===== src/rtl/mem_ack_unit_pkg.sv =====
// Shared types and defaults for the memory-side hello/ack handshake slave.
// Default widths track the accumulator CPU's data and address sizes.
package mem_ack_unit_pkg;

  localparam int DATA_W_DEF = 8;
  localparam int ADDR_W_DEF = 4;

  typedef enum logic [1:0] {
    MEM_STATE_IDLE = 2'd0,
    MEM_STATE_WAIT = 2'd1,
    MEM_STATE_ACK  = 2'd2
  } mem_state_e;

  // Wait counter width: clog2(wait_cycles+1), never below one bit.
  function automatic int cnt_width(input int wait_cycles);
    int w;
    w = $clog2(wait_cycles + 1);
    return (w < 1) ? 1 : w;
  endfunction

endpackage


===== src/rtl/mem_ack_unit_if.sv =====
// Request/ack bus between the CPU control unit (master) and memory (slave).
interface mem_ack_unit_if
  import mem_ack_unit_pkg::*;
#(
  parameter int DATA_W = DATA_W_DEF,
  parameter int ADDR_W = ADDR_W_DEF
);
  logic              hello;
  logic [ADDR_W-1:0] addr;
  logic              we;
  logic [DATA_W-1:0] wdata;
  logic              ack;
  logic [DATA_W-1:0] rdata;
  logic              busy;
  logic              err;

  modport master (output hello, addr, we, wdata, input ack, rdata, busy, err);
  modport slave  (input hello, addr, we, wdata, output ack, rdata, busy, err);
endinterface


===== src/rtl/mem_ack_unit_ram_array_sp.sv =====
// Single-port synchronous RAM: one write port, registered read.
// Accesses to addresses at or beyond DEPTH write nothing and read zero.
module ram_array_sp #(
  parameter int    DATA_W    = 8,
  parameter int    ADDR_W    = 4,
  parameter int    DEPTH     = 16,
  parameter string INIT_FILE = ""
) (
  input  logic              clk,
  input  logic              rst,
  input  logic              i_we,
  input  logic              i_re,
  input  logic [ADDR_W-1:0] i_addr,
  input  logic [DATA_W-1:0] i_wdata,
  output logic [DATA_W-1:0] o_rdata
);
  localparam logic [ADDR_W:0] DEPTH_L = (ADDR_W + 1)'(DEPTH);

  logic [DATA_W-1:0] r_mem [DEPTH];
  logic [DATA_W-1:0] r_rdata;
  logic              w_in_range;

  assign w_in_range = ({1'b0, i_addr} < DEPTH_L);

  // NOTE: the array has no reset so it maps onto block RAM and keeps its
  // contents across rst; only the read register is reset.
  always_ff @(posedge clk) begin
    if (i_we && w_in_range) r_mem[i_addr] <= i_wdata;
  end

  always_ff @(posedge clk or posedge rst) begin
    if (rst)       r_rdata <= '0;
    else if (i_re) r_rdata <= w_in_range ? r_mem[i_addr] : '0;
  end

  assign o_rdata = r_rdata;
endmodule


===== src/rtl/mem_ack_unit.sv =====
// Memory handshake slave: captures a hello request, waits WAIT_CYCLES, then
// answers with a one-cycle ack carrying read data and an out-of-range flag.
module mem_ack_unit
  import mem_ack_unit_pkg::*;
#(
  parameter int    DATA_W      = DATA_W_DEF,
  parameter int    ADDR_W      = ADDR_W_DEF,
  parameter int    DEPTH       = 16,
  parameter int    WAIT_CYCLES = 1,
  parameter string INIT_FILE   = ""
) (
  input logic           clk,
  input logic           rst,
  mem_ack_unit_if.slave bus
);
  localparam int              CNT_W   = cnt_width(WAIT_CYCLES);
  localparam logic [ADDR_W:0] DEPTH_L = (ADDR_W + 1)'(DEPTH);

  mem_state_e        r_state;
  logic [CNT_W-1:0]  r_cnt;
  logic [ADDR_W-1:0] r_addr_q;
  logic              r_we_q;
  logic [DATA_W-1:0] r_wdata_q;
  logic              r_ack;
  logic              r_busy;
  logic              r_err;

  logic [ADDR_W-1:0] w_port_addr;
  logic              w_in_range;
  logic              w_enter_ack;
  logic              w_ram_we;
  logic [DATA_W-1:0] w_rdata;

  // With zero wait states the read happens on the capture edge itself, so the
  // RAM must see the live address rather than the not-yet-captured copy.
  assign w_port_addr = (r_state == MEM_STATE_IDLE) ? bus.addr : r_addr_q;
  assign w_in_range  = ({1'b0, w_port_addr} < DEPTH_L);
  assign w_enter_ack = ((r_state == MEM_STATE_IDLE) && bus.hello && (WAIT_CYCLES == 0)) ||
                       ((r_state == MEM_STATE_WAIT) && bus.hello && (r_cnt == CNT_W'(1)));
  assign w_ram_we    = (r_state == MEM_STATE_ACK) && r_we_q;

  always_ff @(posedge clk or posedge rst) begin
    if (rst) begin
      r_state   <= MEM_STATE_IDLE;
      r_cnt     <= '0;
      r_addr_q  <= '0;
      r_we_q    <= 1'b0;
      r_wdata_q <= '0;
      r_ack     <= 1'b0;
      r_busy    <= 1'b0;
      r_err     <= 1'b0;
    end else begin
      // NOTE: ack/err default low here so every path yields a single-cycle pulse.
      r_ack <= 1'b0;
      r_err <= 1'b0;
      case (r_state)
        MEM_STATE_IDLE: begin
          if (bus.hello) begin
            r_addr_q  <= bus.addr;
            r_we_q    <= bus.we;
            r_wdata_q <= bus.wdata;
            r_cnt     <= CNT_W'(WAIT_CYCLES);
            r_busy    <= 1'b1;
            if (WAIT_CYCLES == 0) begin
              r_state <= MEM_STATE_ACK;
              r_ack   <= 1'b1;
              r_err   <= !w_in_range;
            end else begin
              r_state <= MEM_STATE_WAIT;
            end
          end
        end
        MEM_STATE_WAIT: begin
          if (!bus.hello) begin
            r_state <= MEM_STATE_IDLE;
            r_busy  <= 1'b0;
          end else begin
            r_cnt <= r_cnt - CNT_W'(1);
            if (r_cnt == CNT_W'(1)) begin
              r_state <= MEM_STATE_ACK;
              r_ack   <= 1'b1;
              r_err   <= !w_in_range;
            end
          end
        end
        MEM_STATE_ACK: begin
          r_state <= MEM_STATE_IDLE;
          r_busy  <= 1'b0;
        end
        default: begin
          r_state <= MEM_STATE_IDLE;
          r_busy  <= 1'b0;
        end
      endcase
    end
  end

  ram_array_sp #(
    .DATA_W   (DATA_W),
    .ADDR_W   (ADDR_W),
    .DEPTH    (DEPTH),
    .INIT_FILE(INIT_FILE)
  ) u_ram (
    .clk    (clk),
    .rst    (rst),
    .i_we   (w_ram_we),
    .i_re   (w_enter_ack),
    .i_addr (w_port_addr),
    .i_wdata(r_wdata_q),
    .o_rdata(w_rdata)
  );

  assign bus.ack   = r_ack;
  assign bus.busy  = r_busy;
  assign bus.err   = r_err;
  assign bus.rdata = w_rdata;
endmodule


===== src/flat_wrapper.sv =====
// flat-port wrapper written by rule: the top's interface ports become plain ports
module mem_ack_unit_flat import mem_ack_unit_pkg::*;
#(
  parameter int    DATA_W      = DATA_W_DEF,
  parameter int    ADDR_W      = ADDR_W_DEF,
  parameter int    DEPTH       = 16,
  parameter int    WAIT_CYCLES = 1,
  parameter string INIT_FILE   = ""
)
  (clk, rst, bus_hello, bus_addr, bus_we, bus_wdata, bus_ack, bus_rdata, bus_busy, bus_err);
  mem_ack_unit_if #(.DATA_W(DATA_W), .ADDR_W(ADDR_W)) bus_i ();
  input logic clk;
  input logic rst;
  input wire logic [$bits(bus_i.hello)-1:0] bus_hello;
  input wire logic [$bits(bus_i.addr)-1:0] bus_addr;
  input wire logic [$bits(bus_i.we)-1:0] bus_we;
  input wire logic [$bits(bus_i.wdata)-1:0] bus_wdata;
  output wire logic [$bits(bus_i.ack)-1:0] bus_ack;
  output wire logic [$bits(bus_i.rdata)-1:0] bus_rdata;
  output wire logic [$bits(bus_i.busy)-1:0] bus_busy;
  output wire logic [$bits(bus_i.err)-1:0] bus_err;
  assign bus_i.hello = bus_hello;
  assign bus_i.addr = bus_addr;
  assign bus_i.we = bus_we;
  assign bus_i.wdata = bus_wdata;
  assign bus_ack = bus_i.ack;
  assign bus_rdata = bus_i.rdata;
  assign bus_busy = bus_i.busy;
  assign bus_err = bus_i.err;
  mem_ack_unit #(.DATA_W(DATA_W), .ADDR_W(ADDR_W), .DEPTH(DEPTH), .WAIT_CYCLES(WAIT_CYCLES), .INIT_FILE(INIT_FILE)) u_core (.clk(clk), .rst(rst), .bus(bus_i));
endmodule

===== config.mk =====
export PLATFORM = sky130hd
export DESIGN_NAME = mem_ack_unit_flat
export DESIGN_NICKNAME = d
export VERILOG_FILES = /design/src/rtl/mem_ack_unit_pkg.sv /design/src/rtl/mem_ack_unit_if.sv /design/src/rtl/mem_ack_unit_ram_array_sp.sv /design/src/rtl/mem_ack_unit.sv /design/src/flat_wrapper.sv
export SDC_FILE = /design/constraint.sdc
export NUM_CORES = 1
export LEC_CHECK = 0
export BUFFER_PORTS_ARGS = -buffer_cell sky130_fd_sc_hd__buf_4
export CORE_UTILIZATION = 50
export CTS_CLUSTER_DIAMETER = 60
export DETAILED_ROUTE_END_ITERATION = 10
export PLACE_DENSITY = 0.67
export SYNTH_ARGS = -nofsm -noshare
export SYNTH_HDL_FRONTEND = slang
export SYNTH_HIERARCHICAL = 1
export SYNTH_SLANG_ARGS = --single-unit

===== constraint.sdc =====
create_clock -name clk -period 4.6 [get_ports clk]
set_input_delay 0.46 -clock clk [delete_from_list [all_inputs] [get_ports clk]]
set_output_delay 0.46 -clock clk [all_outputs]
set_load 0.02 [all_outputs]

After elaboration in Yosys (flattened, before gate mapping)
Memory sizes are Yosys's and may differ from the RTL's. A register that Yosys moved wholly into a read port is not among the register bits.
Index checks and enable logic that the tools add are counted.
{ "totals": {"reg_bits": 18, "mem_bits_rw": 128, "input_bits": 16, "output_inout_bits": 11, "elab_cells": 39, "n_memories": 1} }
{ "classes": {"addsub": 1, "eq_ne": 6, "n_mux": 15, "reduce_logical": 9} }
{ "memory_table": {"columns": ["name", "depth", "width", "read_ports", "rd_ports_with_merged_regs", "write_ports", "line_no", "rtl"], "rows": [
  ["u_core.u_ram.r_mem", 16, 8, 1, 1, 1, "mem_ack_unit_ram_array_sp.sv:19", "logic [DATA_W-1:0] r_mem [DEPTH];"]
]} }
{ "ops": {"columns": ["op", "count"], "rows": [
  ["1-bit two-way mux", 8],
  ["2-bit two-way mux", 3],
  ["2-bit != test, second input constant", 3],
  ["2-bit AND reduction", 3],
  ["4-bit two-way mux", 1],
  ["1-bit case mux with 2 select lines", 2],
  ["2-bit case mux with 2 select lines", 1],
  ["1-bit logical AND", 3],
  ["3-bit by 2-bit != test with 1-bit output, second input constant", 1],
  ["3-bit AND reduction", 1],
  ["2-bit by 1-bit == test with 1-bit output, second input constant", 1],
  ["2-bit == test, second input constant", 1],
  ["2-bit zero test", 1],
  ["2-bit nonzero test", 1],
  ["1-bit subtractor, second input constant", 1]
]} }

Depth between registers and ports, before layout
Gate-level depths: netlist (run 1).
{ "depth": {"ltp_word": 4, "depth_mapped": 9, "depth_no_buf": 6} }

Modules after synthesis
Netlist (run 1), hierarchy kept.
{ "modules_own_cells": {"columns": ["module", "instances", "cells_per_inst", "area_each_um2", "seq_area_each_um2"], "rows": [
  ["ram_array_sp", 1, 310, 5408.9, 4043.9],
  ["mem_ack_unit", 1, 53, 797.0, 450.4]
]} }

Worst setup path before layout (run 1)
Ideal clock, no wire load.
{ "synth_timing": {"kind": "flip-flop to flip-flop", "start": "register u_core.r_state[0]", "end": "memory u_core.u_ram.r_mem[8][0], enable pin", "t_arrival_ns": 2.198, "required_time_ns": 4.217, "path_slack_ns": 2.019, "stages_incl_launch_ff": 7, "path_buffers": 2, "period_less_slack_ns": 2.581, "cell_sequence": "dfrtp_1 > nor2_1 > mux2_2 > buf_2 > clkbuf_1 > nand3b_1 > nor3_1"} }
{ "synth_lines": {"columns": ["item", "line_no", "rtl"], "rows": [
  ["start, declared", "mem_ack_unit.sv:19", "mem_state_e r_state;"],
  ["start signal, assigned", "mem_ack_unit.sv:44", "r_state <= MEM_STATE_IDLE;"],
  ["start signal, assigned", "mem_ack_unit.sv:65", "r_state <= MEM_STATE_ACK;"],
  ["start signal, assigned", "mem_ack_unit.sv:69", "r_state <= MEM_STATE_WAIT;"],
  ["2-bit zero test", null, null],
  ["4-bit two-way mux", "mem_ack_unit.sv:36", "assign w_port_addr = (r_state == MEM_STATE_IDLE) ? bus.addr : r_addr_q;"],
  ["via u_core.w_port_addr[2]", "mem_ack_unit.sv:28", "logic [ADDR_W-1:0] w_port_addr;"],
  ["end, declared", "mem_ack_unit_ram_array_sp.sv:19", null]
]} }
The timed path passes the listed nets, and every way through them passes these cells.

Worst setup path after layout (run 1)
{ "layout_timing": {"start": "register u_core.r_state[0]", "end": "memory u_core.u_ram.r_mem[12][2], enable pin"} }
The elaborated chain is that of the path after synthesis.

==> flow_metrics.py, run 1 <==
metrics = {
    "final_layout": {
        "antenna_cells": 0,
        "fin_area_mm2": 0.007008,
        "syn2layout_area_growth_pct": 12.92,
        "drive_gt1_share_pct": 19.25,
        "nets": 403,
    },
    "yosys": {
        "syn-instance-count": 363,
        "synth-xor-area-share_pct": 0,
        "yosysSeqAreaShare_pct": 72.42,
        "synth_ff_type": "edfxtp_1",
        "synth_common_cells": "128 x edfxtp_1, 48 x mux2i_1, 28 x nor2_1",
        "synth_top_family_by_area": "multiplexers",
        "synth.most_common_cell": "edfxtp_1",
        "synth_cell_types": 37,
        "muxShareOfSynthArea_pct": 14.70,
        "async_flop_share_pct": 16.88,
        "synth_enable_flop_cells": 128,
        "ys_ff_latch": 154,
        "syn_area_per_cell_um2": 17.10,
        "yosysTopAreaCell": "edfxtp_1",
        "synth_nets": 379,
        "synth_fa_ha_area_share_pct": 0,
        "synth_area_mm2": 0.006206,
        "yosys_warnings": 6,
        "netlist.area_leader.share_pct": 61.94,
        "synth_compound_area_share_pct": 3.831,
        "synth_simple_gate_area_share_pct": 5.927,
        "synth_area_leaders": "edfxtp_1 62%, dfrtp_1 10%, mux2i_1 7.7%, mux4_1 2.5%, mux2_4 2.4%",
    },
    "sta": {
        "fmax_ghz": 0.3107,
        "whs_ns": 0.03421,
        "hold_viol": 0,
        "period_needed_ns": 3.218,
        "fin_setup_tns_ns": 0,
        "finClkSkew_ns": 0.006005,
        "tightest_slew_ns": 1.095,
        "rsz0062_at_grt": "false",
        "period_share_pct": 69.96,
        "slew_viol_final": 0,
        "setup-violations-final": 0,
        "relSlewSlack_pct": 26.47,
    },
    "power_and_ir_drop": {
        "power_density_mw_per_mm2": 541.5,
        "design_power_total_w": 0.003794,
        "vdd_drop_max_mv": 0.2444,
        "leakage_nw": 2.527,
    },
    "place": {
        "placed_cell_area_mm2": 0.006449,
        "globalplace.congestion": 0.7899,
        "place_hpwl_mm": 7.358,
        "port_buffers": 25,
    },
    "die": {
        "initial_core_util_pct": 51.45,
        "dieWidth_um": 113.4,
        "num_rows": 40,
        "core_mm2": 0.01206,
        "pin_count": 27,
        "die_y_um": 113.4,
        "die-area_mm2": 0.01286,
    },
    "global_routing": {
        "grt_pass1_wl_mm": 18.36,
        "grt_remaining_overflow": 0,
        "grt_max_degree": 40,
        "grtUsageTotal_pct": 20.08,
        "grt_pass1_vias": 3149,
        "antenna_found_initial": 0,
    },
    "worst_setup_path": {
        "cp-start-kind": "register",
        "critical_path_class": "reg -> reg",
        "worst-path-max-fanout": 39,
        "crit_required_ns": 4.63,
        "critPathCaptureType": "register",
        "worstPathArrival_ns": 3.25,
    },
    "route": {
        "vias": 3180,
        "routed_wl_mm": 11.79,
        "dr.pass1.iters": 5,
        "drc": 0,
        "vias_per_cell": 5.599,
        "routedWlPerCell_um": 20.75,
        "drtAntennaViolNets": 0,
        "drtIter0Drc": 229,
    },
    "clock_tree": {
        "cts_setup_buffers": 0,
        "cts_sinks": 154,
        "clkLatencyLatePin_ns": 0.41,
        "cts_tree": "built",
        "postCtsResizedCells": 0,
        "holdBufCountCts": 0,
        "path_clk_slew_ns": 0.06,
        "numCtsBuffers": 17,
        "cts-htree-levels": 4,
        "cts_root_buffer": "clkbuf_16",
        "clockBufferDepth": 2,
    },
    "flow_run": {
        "drv_cap": 0,
    },
    "worst_hold_path": {
        "hold_class": "in -> async",
    },
    "run_status": {
        "outcome": "finished, final reports clean",
    },
}
[worst max-delay path, cell delays in order, from the launching register on]
cell,delay (ns)
dfrtp_1,0.43
nor2_1,0.28
mux2_2,0.92
nand3_1,0.28
nor3_1,0.90
[placed cells by master (no fill, tap or decap), types with 3 or more instances in the layout]
| cell type | netlist | final |
|---|---|---|
| a21oi_1 | 3 | 3 |
| a2bb2oi_1 | 6 | 6 |
| a31oi_1 | 8 | 8 |
| buf_4 | 3 | 27 |
| clkbuf_1 | 6 | 3 |
| clkbuf_16 | 0 | 17 |
| clkbuf_8 | 0 | 4 |
| clkinv_2 | 0 | 3 |
| dfrtp_1 | 26 | 26 |
| edfxtp_1 | 128 | 128 |
| inv_1 | 4 | 4 |
| mux2_2 | 7 | 7 |
| mux2_4 | 10 | 10 |
| mux2i_1 | 48 | 48 |
| mux4_1 | 6 | 6 |
| nand2_1 | 10 | 10 |
| nand3_1 | 8 | 8 |
| nand3b_1 | 4 | 4 |
| nor2_1 | 28 | 28 |
| nor3_1 | 11 | 10 |
| o22ai_1 | 14 | 14 |
[metrics by stage]
stage | worst slack [ns] | cells | util [%]
after floorplan | 2.019 | 363 | -
after global placement | 1.451 | 536 | 53.46
after detailed placement | 1.369 | 536 | 53.46
after CTS | 1.350 | 568 | 58.10
after global routing | 1.052 | 568 | 58.10
final | 1.382 | 568 | 58.10
[power breakdown]
group | internal, W | switching (W) | leakage, nW
sequential | 0.00169 | 0.000151 | 1.45
clock | 0.000795 | 0.000499 | 0.271
combinational | 0.000292 | 0.000373 | 0.804
[cells by family after synthesis]
group	after synthesis
AOI/OAI and AO/OA	36
buffers and inverters	26
DFF	154
muxes	73
other	1
and+or+nand+nor	73
[area by class of cell]
cell class | instances | area [um2]
tap | 168 | 210.2
multi-input combinational | 183 | 1526
inverter | 4 | 15.01
clock buffer | 24 | 491.7
sequential | 154 | 4494
fill | 899 | 5054
timing repair buffer | 27 | 202.7
clock inverter | 8 | 67.56
[registers in the layout, indices dropped and copies added (netlist names)]
signal / flops
u_core/u_ram/r_mem: 128
u_core/r_wdata_q: 8
u_core/u_ram/o_rdata: 8
u_core/r_addr_q: 4
u_core/r_state: 2
u_core/bus.ack: 1
u_core/bus.busy: 1
u_core/r_cnt: 1
u_core/r_we_q: 1
[path summary, 6_finish.rpt]
path | from | endpoint | slack (ns) | cells after the start
worst max register to register | u_core/r_state[0] | u_core/u_ram/r_mem[12][2] | 1.38 | 4
max in group asynchronous | rst | u_core/r_wdata_q[7] | 3.97 | 2
worst max-delay path | u_core/r_state[0] | u_core/u_ram/r_mem[12][2] | 1.38 | 4
worst min register to register | u_core/r_cnt | u_core/r_state[0] | 0.44 | 1
worst min-delay path | rst | u_core/u_ram/o_rdata[6] | 0.03 | 2
min in group clk | bus_wdata[3] | u_core/r_wdata_q[3] | 0.28 | 2
[routing by layer]
layer / wire length [um] / global-route usage, % / up-vias
li1: - / - / 1457
met1: 5502 / 29.07 / 1617
met2: 5507 / 30.06 / 96
met3: 656 / 4.410 / 10
met4: 122 / 7.719 / 0
met5: 0 / 0 / -
No activity file was read; power rests on OpenSTA's default activity.
==> run 2, diff against run 1 <==
- PLACE_DENSITY: 0.67 -> 0.69
- clock period: 4.6 -> 2.9 ns (I/O delays scaled with it)
==> run 2 against run 1 <==
Routed wire length increased by 0.27%. Cell area increased by 3.1%. Combinational power increased by 59%. Count of clock-buffer cells in the layout decreased by 3. Setup slack got worse by 1.1 ns. Largest power group unchanged. Clock power increased by 74%. Global-route usage about the same. Utilization increased by 1.8 points.
==> flow_metrics.py, run 2 (synthesis gave the netlist of run 1 again) <==
metrics = {
    "run_status": {
        "outcome": "finished, final reports clean",
    },
    "die": {
        "initial_core_util_pct": 51.45,
        "num_rows": 40,
        "pin_count": 27,
        "die-area_mm2": 0.01286,
        "core_mm2": 0.01206,
        "dieWidth_um": 113.4,
        "die_y_um": 113.4,
    },
    "power_and_ir_drop": {
        "power_density_mw_per_mm2": 861.9,
        "vdd_drop_max_mv": 0.4754,
        "leakage_nw": 2.667,
    },
    "route": {
        "wl_met1_mm": 5.399,
        "vias_per_cell": 5.517,
        "drc": 0,
        "dr.pass1.iters": 4,
        "routed_wl_mm": 11.82,
        "routedWlPerCell_um": 20.10,
        "drtAntennaViolNets": 0,
        "top_layer": "met4",
        "vias": 3244,
        "dr_wl_met2_mm": 5.465,
        "route.met3.wl_um": 667,
        "drtIter0Drc": 248,
    },
    "worst_setup_path": {
        "worstReg2RegStart": "u_core/r_state[0]",
        "reg2reg_to": "u_core/u_ram/o_rdata[3]",
        "slowest_delay_ns": 0.52,
        "rrSetupSlack_ns": 0.28,
        "worst-path-max-fanout": 24,
        "cp-startpoint": "u_core/r_state[0]",
        "crit_required_ns": 3.19,
        "critPathCaptureType": "register",
        "critical_path_class": "reg -> reg",
        "cp-start-kind": "register",
        "cp-endpoint": "u_core/u_ram/o_rdata[3]",
        "crit_chain": "nor2_1, mux2_2, buf_4, mux2i_1, o22ai_1, nor2_1, a31oi_1",
        "cpMostUsedCell": "nor2_1",
        "r2r_cells": 7,
        "slowest_stage": "mux2_2",
        "worstPathArrival_ns": 2.91,
    },
    "sta": {
        "finClkSkew_ns": 0.008626,
        "period_needed_ns": 2.619,
        "fmax_ghz": 0.3819,
        "fin_setup_tns_ns": 0,
        "tightest_slew_ns": 0.6785,
        "rsz0062_at_grt": "false",
        "setup-violations-final": 0,
        "period_share_pct": 90.30,
        "slew_viol_final": 0,
        "hold_viol": 0,
        "relSlewSlack_pct": 54.77,
    },
    "final_layout": {
        "nets": 423,
        "most-common-layout-cells": "128 x edfxtp_1, 48 x mux2i_1, 46 x buf_4, 28 x nor2_1, 26 x dfrtp_1",
        "drive_gt1_share_pct": 24.05,
        "largest_reg_flops": 128,
        "syn2layout_area_growth_pct": 16.43,
        "final_core_util_pct": 59.91,
        "fin_area_mm2": 0.007226,
        "regMostFlops": "u_core/u_ram/r_mem",
        "layout_commonest_cell": "edfxtp_1",
        "stdcell_count": 588,
        "fillCellCount": 886,
        "antenna_cells": 0,
    },
    "global_routing": {
        "grt_pass1_vias": 3170,
        "grt_remaining_overflow": 0,
        "grtUsageTotal_pct": 20.07,
        "antenna_found_initial": 0,
        "grt_max_degree": 27,
        "grt_pass1_wl_mm": 18.29,
    },
    "place": {
        "placed_cell_area_mm2": 0.006591,
        "port_buffers": 25,
        "place_hpwl_mm": 7.547,
        "globalplace.congestion": 0.7968,
        "placed_cells": 555,
    },
    "clock_tree": {
        "postCtsResizedCells": 0,
        "numCtsBuffers": 17,
        "cts_sinks": 154,
        "cts_tree": "built",
        "clockBufferDepth": 2,
        "cts-htree-levels": 4,
        "path_clk_slew_ns": 0.06,
        "clkLatencyLatePin_ns": 0.42,
        "cts_root_buffer": "clkbuf_16",
    },
    "flow_run": {
        "drv_cap": 0,
    },
    "worst_hold_path": {
        "hold_class": "in -> reg",
    },
}
[run 2: cell count changes in the layout (fill, tap and decap cells not counted), sizes merged]
| cell | change |
|---|---|
| bufinv | +1 |
| dlygate4sd3 | +1 |
| clkbuf | -3 |
| buf | +19 |
| inv | +3 |
| clkinvlp | -1 |
[run 2: final cells by class]
type                            instances  area, um2  area share [%]
Clock inverter                         11      132.6           1.835
Tap cell                              168      210.2           2.909
Inverter                                4      15.01          0.2078
Timing Repair Buffer                   47      355.3           4.918
Clock buffer                           21      491.7           6.805
Multi-Input combinational cell        183       1526           21.13
Sequential cell                       154       4494           62.20
[run 2: repair_timing]
action                                 4_1_cts  5_1_grt
endpoints found under the hold margin        8        0
buffers inserted                             0        0
hold buffers                                 1        0
[run 2: power by group]
part,total (W),switching (W),internal (W)
Clock,0.00225,0.000853,0.00140
Combinational,0.00106,0.000587,0.000476
Sequential,0.00291,0.000241,0.00267
[run 2: metrics by stage]
step	hold WS, ns	total power, W	setup slack [ns]
final	0.1023	0.006228	0.2813
after global routing	0.09279	0.006442	0.1151
after CTS	0.08959	0.006266	0.2925
after detailed placement	0.2995	0.004029	0.3253
after global placement	0.2889	0.004001	0.3630
after floorplan	0.1057	0.003678	0.3190
[run 2: worst min-delay path by stage]
stage / startpoint / end / slack (ns) / cells past startpoint
6_report: bus_wdata[0] / u_core/r_wdata_q[0] / 0.10 / 2
5_1_grt: bus_wdata[4] / u_core/r_wdata_q[4] / 0.09 / 2
4_1_cts: bus_wdata[4] / u_core/r_wdata_q[4] / 0.09 / 2
3_5_place_dp: rst / u_core/u_ram/o_rdata[0] / 0.30 / 2
3_3_place_gp: rst / u_core/u_ram/o_rdata[0] / 0.29 / 2
2_1_floorplan: rst / u_core/u_ram/o_rdata[0] / 0.11 / 1
[run 2: critical path: cells and delay by family (launching register included)]
| family | cells | cell delay, ns |
|---|---|---|
| muxes | 2 | 0.84 |
| buffers and inverters | 1 | 0.46 |
| DFF | 1 | 0.43 |
| AOI/OAI and AO/OA | 2 | 0.24 |
| and+or+nand+nor | 2 | 0.51 |
[run 2: per-layer routing]
metal / up-vias / global-route usage, %
met5: - / 0
met4: 0 / 9.035
met3: 21 / 4.145
met2: 99 / 31.29
met1: 1625 / 27.58
li1: 1499 / -
